**src/rtl/divider_pkg.sv**
```systemverilog
// Shared definitions for the sequential restoring divider: state encoding,
// the FSM state type and the default operand width.
package divider_pkg;

    localparam int DEFAULT_N = 4;

    localparam logic [1:0] ST_IDLE = 2'd0;
    localparam logic [1:0] ST_RUN  = 2'd1;
    localparam logic [1:0] ST_DONE = 2'd2;

    typedef enum logic [1:0] {
        S_IDLE = ST_IDLE,
        S_RUN  = ST_RUN,
        S_DONE = ST_DONE
    } state_t;

endpackage

```
**src/rtl/divider_step.sv**
```systemverilog
// One restoring-division iteration, purely combinational: shift {A,Q} left,
// trial-subtract the divisor and either keep the difference (quotient bit 1)
// or restore the shifted partial remainder (quotient bit 0).
module divider_step
    import divider_pkg::*;
#(
    parameter int N = DEFAULT_N
) (
    input  logic [N:0]   a,
    input  logic [N-1:0] q,
    input  logic [N-1:0] m,
    output logic [N:0]   a_next,
    output logic [N-1:0] q_next
);

    logic [2*N:0] aq_shift;
    logic [N:0]   a_sh;
    logic [N-1:0] q_sh;
    logic [N:0]   t;

    // Shift, trial subtract and select between difference and restored value.
    always_comb begin
        // NOTE: every output of this block gets a value on every path, so no latch is inferred.
        aq_shift = {a, q} << 1;
        a_sh     = aq_shift[2*N:N];
        q_sh     = aq_shift[N-1:0];
        t        = a_sh - {1'b0, m};
        q_next   = q_sh | {{(N-1){1'b0}}, ~t[N]};
        if (t[N] == 1'b0) begin
            a_next = t;
        end else begin
            a_next = a_sh;
        end
    end

endmodule

```
**src/rtl/divider_restoring.sv**
```systemverilog
// Sequential unsigned restoring divider, one quotient bit per clock under a
// start/busy/done handshake. Results hold until the next accepted start.
// Optional feature: define DIVIDER_DBZ_EN to add the div_by_zero output and a
// one-cycle shortcut for a zero divisor.
module divider_restoring
    import divider_pkg::*;
#(
    parameter int N = DEFAULT_N
) (
    input  logic         clk,
    input  logic         rst,
    input  logic         start,
    input  logic [N-1:0] dividend,
    input  logic [N-1:0] divisor,
    output logic         busy,
    output logic         done,
    output logic [N-1:0] quotient,
    output logic [N-1:0] remainder
`ifdef DIVIDER_DBZ_EN
    ,
    output logic         div_by_zero
`endif
);

    localparam int CW = $clog2(N);

    state_t        state;
    logic [N:0]    a_reg;
    logic [N-1:0]  q_reg;
    logic [N-1:0]  m_reg;
    logic [CW-1:0] cnt;
    logic [N:0]    a_next;
    logic [N-1:0]  q_next;

    divider_step #(.N(N)) u_step (
        .a      (a_reg),
        .q      (q_reg),
        .m      (m_reg),
        .a_next (a_next),
        .q_next (q_next)
    );

    // Control FSM, iteration registers and registered handshake/result outputs.
    always_ff @(posedge clk) begin
        // NOTE: the whole datapath is only a handful of flops, so every register is reset;
        // sequential state uses non-blocking assignments throughout.
        if (rst) begin
            state     <= S_IDLE;
            busy      <= 1'b0;
            done      <= 1'b0;
            quotient  <= '0;
            remainder <= '0;
            a_reg     <= '0;
            q_reg     <= '0;
            m_reg     <= '0;
            cnt       <= '0;
`ifdef DIVIDER_DBZ_EN
            div_by_zero <= 1'b0;
`endif
        end else begin
            case (state)
                S_IDLE: begin
                    done <= 1'b0;
                    if (start) begin
`ifdef DIVIDER_DBZ_EN
                        if (divisor == '0) begin
                            // Zero divisor: skip the iterations and report immediately.
                            state       <= S_DONE;
                            done        <= 1'b1;
                            quotient    <= '1;
                            remainder   <= dividend;
                            div_by_zero <= 1'b1;
                        end else begin
                            state       <= S_RUN;
                            busy        <= 1'b1;
                            a_reg       <= '0;
                            q_reg       <= dividend;
                            m_reg       <= divisor;
                            cnt         <= '0;
                            div_by_zero <= 1'b0;
                        end
`else
                        state <= S_RUN;
                        busy  <= 1'b1;
                        a_reg <= '0;
                        q_reg <= dividend;
                        m_reg <= divisor;
                        cnt   <= '0;
`endif
                    end
                end
                S_RUN: begin
                    a_reg <= a_next;
                    q_reg <= q_next;
                    cnt   <= cnt + CW'(1);
                    if (cnt == CW'(N - 1)) begin
                        state     <= S_DONE;
                        busy      <= 1'b0;
                        done      <= 1'b1;
                        quotient  <= q_next;
                        remainder <= a_next[N-1:0];
                    end
                end
                S_DONE: begin
                    state <= S_IDLE;
                    done  <= 1'b0;
                end
                default: begin
                    state <= S_IDLE;
                    busy  <= 1'b0;
                    done  <= 1'b0;
                end
            endcase
        end
    end

endmodule

```
**config.mk**
```make
export PLATFORM = sky130hd
export DESIGN_NAME = divider_restoring
export DESIGN_NICKNAME = d
export VERILOG_FILES = /design/src/rtl/divider_pkg.sv /design/src/rtl/divider_step.sv /design/src/rtl/divider_restoring.sv
export SDC_FILE = /design/constraint.sdc
export NUM_CORES = 1
export LEC_CHECK = 0
export ABC_AREA = 1
export ABC_CLOCK_PERIOD_IN_PS = 4800
export CAP_MARGIN = 25
export CORE_MARGIN = 8
export CORE_UTILIZATION = 50
export CTS_CLUSTER_SIZE = 24
export DETAILED_ROUTE_END_ITERATION = 6
export MAX_ROUTING_LAYER = met4
export PLACE_DENSITY = 0.74
export SYNTH_ARGS = -nofsm -noshare
export SYNTH_HDL_FRONTEND = slang
export SYNTH_SLANG_ARGS = --single-unit
```
**constraint.sdc**
```tcl
create_clock -name clk -period 4.8 [get_ports clk]
set_input_delay 0.72 -clock clk [delete_from_list [all_inputs] [get_ports clk]]
set_output_delay 0.72 -clock clk [all_outputs]
set_load 0.03 [all_outputs]
```
==> impl_metrics.toml, run 1 <==
[floorplan]
core-area_mm2 = 0.00243
die_h_um = 66.1
die_w_um = 66.1
rows = 18
ioPinCount = 21
start_util = 0.516
dieArea_mm2 = 0.00437

[final_layout]
syn2layout_area_growth_pct = 22.7
drive_above_1_share = 0.120
fin_util = 0.633
nets = 202
n_antenna_cell = 0

[pwr]
p_per_area_mw_per_mm2 = 318
net-switching-power_uw = 141
p_leak_nw = 0.721
comb_power_share = 0.201
total_power_uw = 489
netSwitchingFraction = 0.288
p_clk_frac = 0.321
power.internal_uw = 348
p_seq_frac = 0.478
vdd_drop_max_mv = 0.201

[logic_synthesis]
synthArstFlopShare = 0
synthSimpleGateAreaFrac = 0.304
avgSynthCellArea_um2 = 7.79
ys_seq_elements = 26
syn-cell-area_mm2 = 0.00125
yosysSeqAreaShare = 0.415
synth_xor_area_frac = 0.00698
synth_compound_area_frac = 0.122
yosysUniqueCellTypes = 24
synth_top_family_by_area = "simple AND/OR/NAND/NOR gates"
synth-edff-count = 0
syn_nets = 178
synth_mux_area_frac = 0
yosysWarnings = 0
syn_inst = 161
yosys.area_share.adder = 0.0658
synthFlopType = "dfxtp_1"

[timing]
slew_headroom = 0.786
setup_violations = 0
hold_viol = 0
timing.fmax_mhz = 476
tns_ns = 0
setup_ws_ns = 2.70
drv_slew = 0
period_minus_slack_ns = 2.10
worstMarginPinSlew_ns = 0.320
fin_skew_ns = 0.00538
hold-worst-slack_ns = 0.471
period_share = 0.438
grt_setup_unrepaired = "no"

[worst_setup_path]
worst_ep_arrival_time_ns = 1.38
cp_data_required_time_ns = 4.08
critPathBufInv = 1
critPathLaunchType = "flip-flop"
crit_path_end_kind = "output pin"
cp_top_family = "buffers and inverters"
worstSetupPathType = "flip-flop to output pin"
crit_chain = "clkdlybuf4s50_1"
critPathMaxStageDelay_ns = 0.67
critPathMaxFanout = 2
cpMaxStageDelayCell = "clkdlybuf4s50_1"

[clock_tree]
cts_max_path_buffers = 2
ctsResizeCount = 0
clk_pin_slew_ns = 0.15
clock-sinks = 26
cts_tree = "yes"
htree_levels = 1
post_cts_buffers = 0
cts_buffers = 3
ctsHoldBuffers = 0
ctsRootBufferMaster = "clkbuf_4"
insertion_delay_ns = 0.34

[route]
drc = 0
first_iter_violations = 40
dr.pass1.iters = 4
viasPerCell = 5.10
vias = 1091
wire_per_inst_um = 13.0
route.antenna.remaining_nets = 0
drt-total-wl_mm = 2.77

[status]
status = "finished clean"

[global_route]
grt_usage = 0.140
grt_max_degree = 18
grt_pass1_vias = 1143
grt_pass1_wl_mm = 4.77
antenna_found_initial = 0
overflow = 0

[hold_path]
min_path_type = "flip-flop to flip-flop"

[placed_design]
numPortBuffers = 20
post-place-ws_ns = 2.75
place_hpwl_mm = 2.11
gp_congestion = 0.845

[flow_run]
drv_cap = 0
-- synthesized netlist by cell type, types with 2 or more instances --
master,instances,area share
nor2_4,2,0.018
nand3_1,19,0.076
a21oi_1,8,0.032
o21ai_0,5,0.020
inv_1,18,0.054
nand2_4,4,0.036
o21ai_1,3,0.012
a31oi_1,3,0.015
inv_2,5,0.015
nor2_1,4,0.012
nand2_1,42,0.13
dfxtp_1,26,0.41
ha_1,5,0.050
inv_4,2,0.010
o21a_1,5,0.030
nand3_2,2,0.016
-- path summary, 6_finish.rpt --
| kind | start | endpoint | slack (ns) | cells past startpoint |
|---|---|---|---|---|
| setup / recovery | quotient[3]$_SDFFE_PP0P_ | quotient[3] | 2.70 | 1 |
| hold / removal | m_reg[2]$_SDFFE_PP0P_ | m_reg[2]$_SDFFE_PP0P_ | 0.47 | 2 |
| setup reg to reg | q_reg[3]$_SDFFE_PP0P_ | a_reg[3]$_SDFFE_PP0P_ | 2.87 | 12 |
| hold reg to reg | m_reg[2]$_SDFFE_PP0P_ | m_reg[2]$_SDFFE_PP0P_ | 0.47 | 2 |
-- power by group through the flow --
stage / clock, mW / combinational [mW] / sequential [mW]
6_report: 0.157 / 0.0985 / 0.234
5_1_grt: 0.165 / 0.111 / 0.235
3_3_place_gp: 0 / 0.0937 / 0.238
2_1_floorplan: 0 / 0.0689 / 0.238
4_1_cts: 0.158 / 0.0979 / 0.234
3_5_place_dp: 0 / 0.0967 / 0.239
-- area by class of cell --
cell class,count,area (µm²)
clock buffers,3,22.5
well taps,30,37.5
inverters,26,104
flip-flops and latches,26,520
fillers,235,892
multi-input cells,108,626
repair buffers,20,200
clock inverters,1,30.0
-- layer usage --
metal,up-vias,global-route usage,share of wire
li1,567,-,-
met1,487,0.165,0.46
met2,30,0.221,0.46
met3,7,0.0305,0.054
met4,0,0.0693,0.023
met5,-,-,0
-- per-stage QoR --
stage / instances / cell area (µm²)
finish: 214 / 1540
CTS: 214 / 1540
floorplan: 161 / 1250
global placement: 210 / 1490
global route: 214 / 1540
detailed placement: 210 / 1490
-- cell families after synthesis --
logic type	after synthesis
AND/OR/NAND/NOR	75
buffers and inverters	27
AO/OA/AOI/OAI	26
flip-flops	26
adder cells (fa/ha/maj)	6
XOR/XNOR	1
-- placed cells by master (no fill, tap or decap), drive strengths merged --
master / count
clkinv: 1
clkbuf: 3
a31oi: 3
xnor2: 1
bufinv: 1
dfxtp: 26
nand3: 21
a22o: 1
a21oi: 8
o211ai: 1
clkdlybuf4s50: 20
o21ai: 8
o21a: 5
inv: 25
fa: 1
ha: 5
nand2: 47
nor2: 7
(Power assumes the default switching activity.)
==> run 2: changes to the inputs <==
--- a/config.mk
+++ b/config.mk
@@ -6,7 +6,7 @@
 export NUM_CORES = 1
 export LEC_CHECK = 0
 export ABC_AREA = 1
-export ABC_CLOCK_PERIOD_IN_PS = 4800
+export ABC_CLOCK_PERIOD_IN_PS = 2100
 export CAP_MARGIN = 25
 export CORE_MARGIN = 8
 export CORE_UTILIZATION = 50
==> constraint.sdc (replaced) <==
create_clock -name clk -period 2.1 [get_ports clk]
set_input_delay 0.315 -clock clk [delete_from_list [all_inputs] [get_ports clk]]
set_output_delay 0.315 -clock clk [all_outputs]
set_load 0.03 [all_outputs]
==> impl_metrics.toml, run 2 (same netlist as run 1, synthesis figures left out) <==
[worst_setup_path]
critPathMaxStageDelay_ns = 0.40
crit_path_end_kind = "flip-flop"
cp_common_cell = "nand2_1"
critPathMaxFanout = 6
critPathLaunchType = "flip-flop"
crit_chain = "inv_1 > ha_1 > fa_1 > inv_1 > nand2_1 > nand2_1 > nand3_2 > nand2_2 > nand2_1 > nand3_1 > nand2_1 > inv_1"
cp_data_required_time_ns = 2.37
worstSetupPathType = "flip-flop to flip-flop"
cpMaxStageDelayCell = "fa_1"
worst_ep_arrival_time_ns = 2.14

[timing]
period_share = 0.888
worstMarginPinSlew_ns = 0.339
timing.fmax_mhz = 536
drv_slew = 0
setup_violations = 0
fin_skew_ns = 0.00359
hold-worst-slack_ns = 0.466
grt_setup_unrepaired = "no"
period_minus_slack_ns = 1.86
hold_viol = 0
slew_headroom = 0.774
tns_ns = 0

[final_layout]
n_antenna_cell = 0
final_cell_mix = "nand2_1 (42), dfxtp_1 (26), clkdlybuf4s50_1 (20)"
layout_commonest_cell = "nand2_1"
n_fill_cell = 210
fin_util = 0.636
syn2layout_area_growth_pct = 23.3
drive_above_1_share = 0.124
nets = 203

[floorplan]
die_w_um = 66.1
rows = 18
start_util = 0.516
dieArea_mm2 = 0.00437
core-area_mm2 = 0.00243
die_h_um = 66.1
ioPinCount = 21

[placed_design]
gp_congestion = 0.887
place_hpwl_mm = 2.14
numPortBuffers = 20

[pwr]
vdd_drop_max_mv = 0.463
p_per_area_mw_per_mm2 = 714
p_leak_nw = 0.725
total_power_mw = 1.10

[status]
status = "finished clean"

[clock_tree]
clock-sinks = 26
post_cts_buffers = 0
ctsResizeCount = 0
clk_pin_slew_ns = 0.15
cts_max_path_buffers = 2
ctsHoldBuffers = 0
htree_levels = 1
ctsRootBufferMaster = "clkbuf_4"
insertion_delay_ns = 0.32
cts_tree = "yes"
cts_buffers = 3

[global_route]
overflow = 0
grt_max_degree = 18
top_usage_layer = "met2"
grt_use_met3 = 0.0305
antenna_found_initial = 0
grt_pass1_wl_mm = 4.71
use_met2 = 0.232
grt_usage = 0.137
grt_use_met1 = 0.156
grt_pass1_vias = 1079

[route]
route.antenna.remaining_nets = 0
viasPerCell = 5.05
wire_per_inst_um = 12.6
drt-total-wl_mm = 2.72
first_iter_violations = 49
drc = 0
dr.pass1.iters = 4
vias = 1085

[flow_run]
drv_cap = 0

[hold_path]
min_path_type = "flip-flop to flip-flop"
## run 2: changes by cell type in the layout (fill, tap and decap cells not counted)
cell | previous run | this run
buf_4 | 0 | 1
## run 2: worst max-delay path, delay by kind of cell (launching register included)
family / cells / cell delay [ns]
fa+ha+maj: 2 / 0.63
simple gates: 7 / 0.60
flops: 1 / 0.38
buf+inv: 3 / 0.21
## run 2: worst paths after layout
path | cells after the start | end | start | slack [ns]
worst max-delay path | 12 | remainder[3]$_SDFFE_PP0P_ | q_reg[3]$_SDFFE_PP0P_ | 0.24
worst min-delay path | 2 | m_reg[3]$_SDFFE_PP0P_ | m_reg[3]$_SDFFE_PP0P_ | 0.47
worst max register to register | 12 | remainder[3]$_SDFFE_PP0P_ | q_reg[3]$_SDFFE_PP0P_ | 0.24
worst min register to register | 2 | m_reg[3]$_SDFFE_PP0P_ | m_reg[3]$_SDFFE_PP0P_ | 0.47
## run 2: area by class of cell
cell class,count,area [µm²],area share
Multi-Input combinational cell,108,626,0.404
Sequential cell,26,520,0.336
Timing Repair Buffer,21,208,0.134
Inverter,26,104,0.0671
Tap cell,30,37.5,0.0243
Clock inverter,1,30.0,0.0194
Clock buffer,3,22.5,0.0146
## run 2: report_power, final
part	total (mW)	switching [mW]	internal, mW
sequential	0.534	0.0165	0.518
combinational	0.222	0.136	0.0856
clock	0.349	0.156	0.193
## run 2: metal layers
| metal | part of all wire | wire length [µm] | vias to the layer above |
|---|---|---|---|
| met5 | 0 | 0 | - |
| met4 | 0.0037 | 10 | 0 |
| met3 | 0.062 | 168 | 2 |
| met2 | 0.48 | 1310 | 28 |
| met1 | 0.45 | 1230 | 484 |
| li1 | - | - | 571 |
## run 2: through the flow
step / worst slack [ns] / area, µm² / cells
floorplan: 0.462 / 1250 / 161
global placement: 0.378 / 1500 / 211
detailed placement: 0.286 / 1500 / 211
CTS: 0.251 / 1550 / 215
global route: 0.0734 / 1550 / 215
finish: 0.235 / 1550 / 215
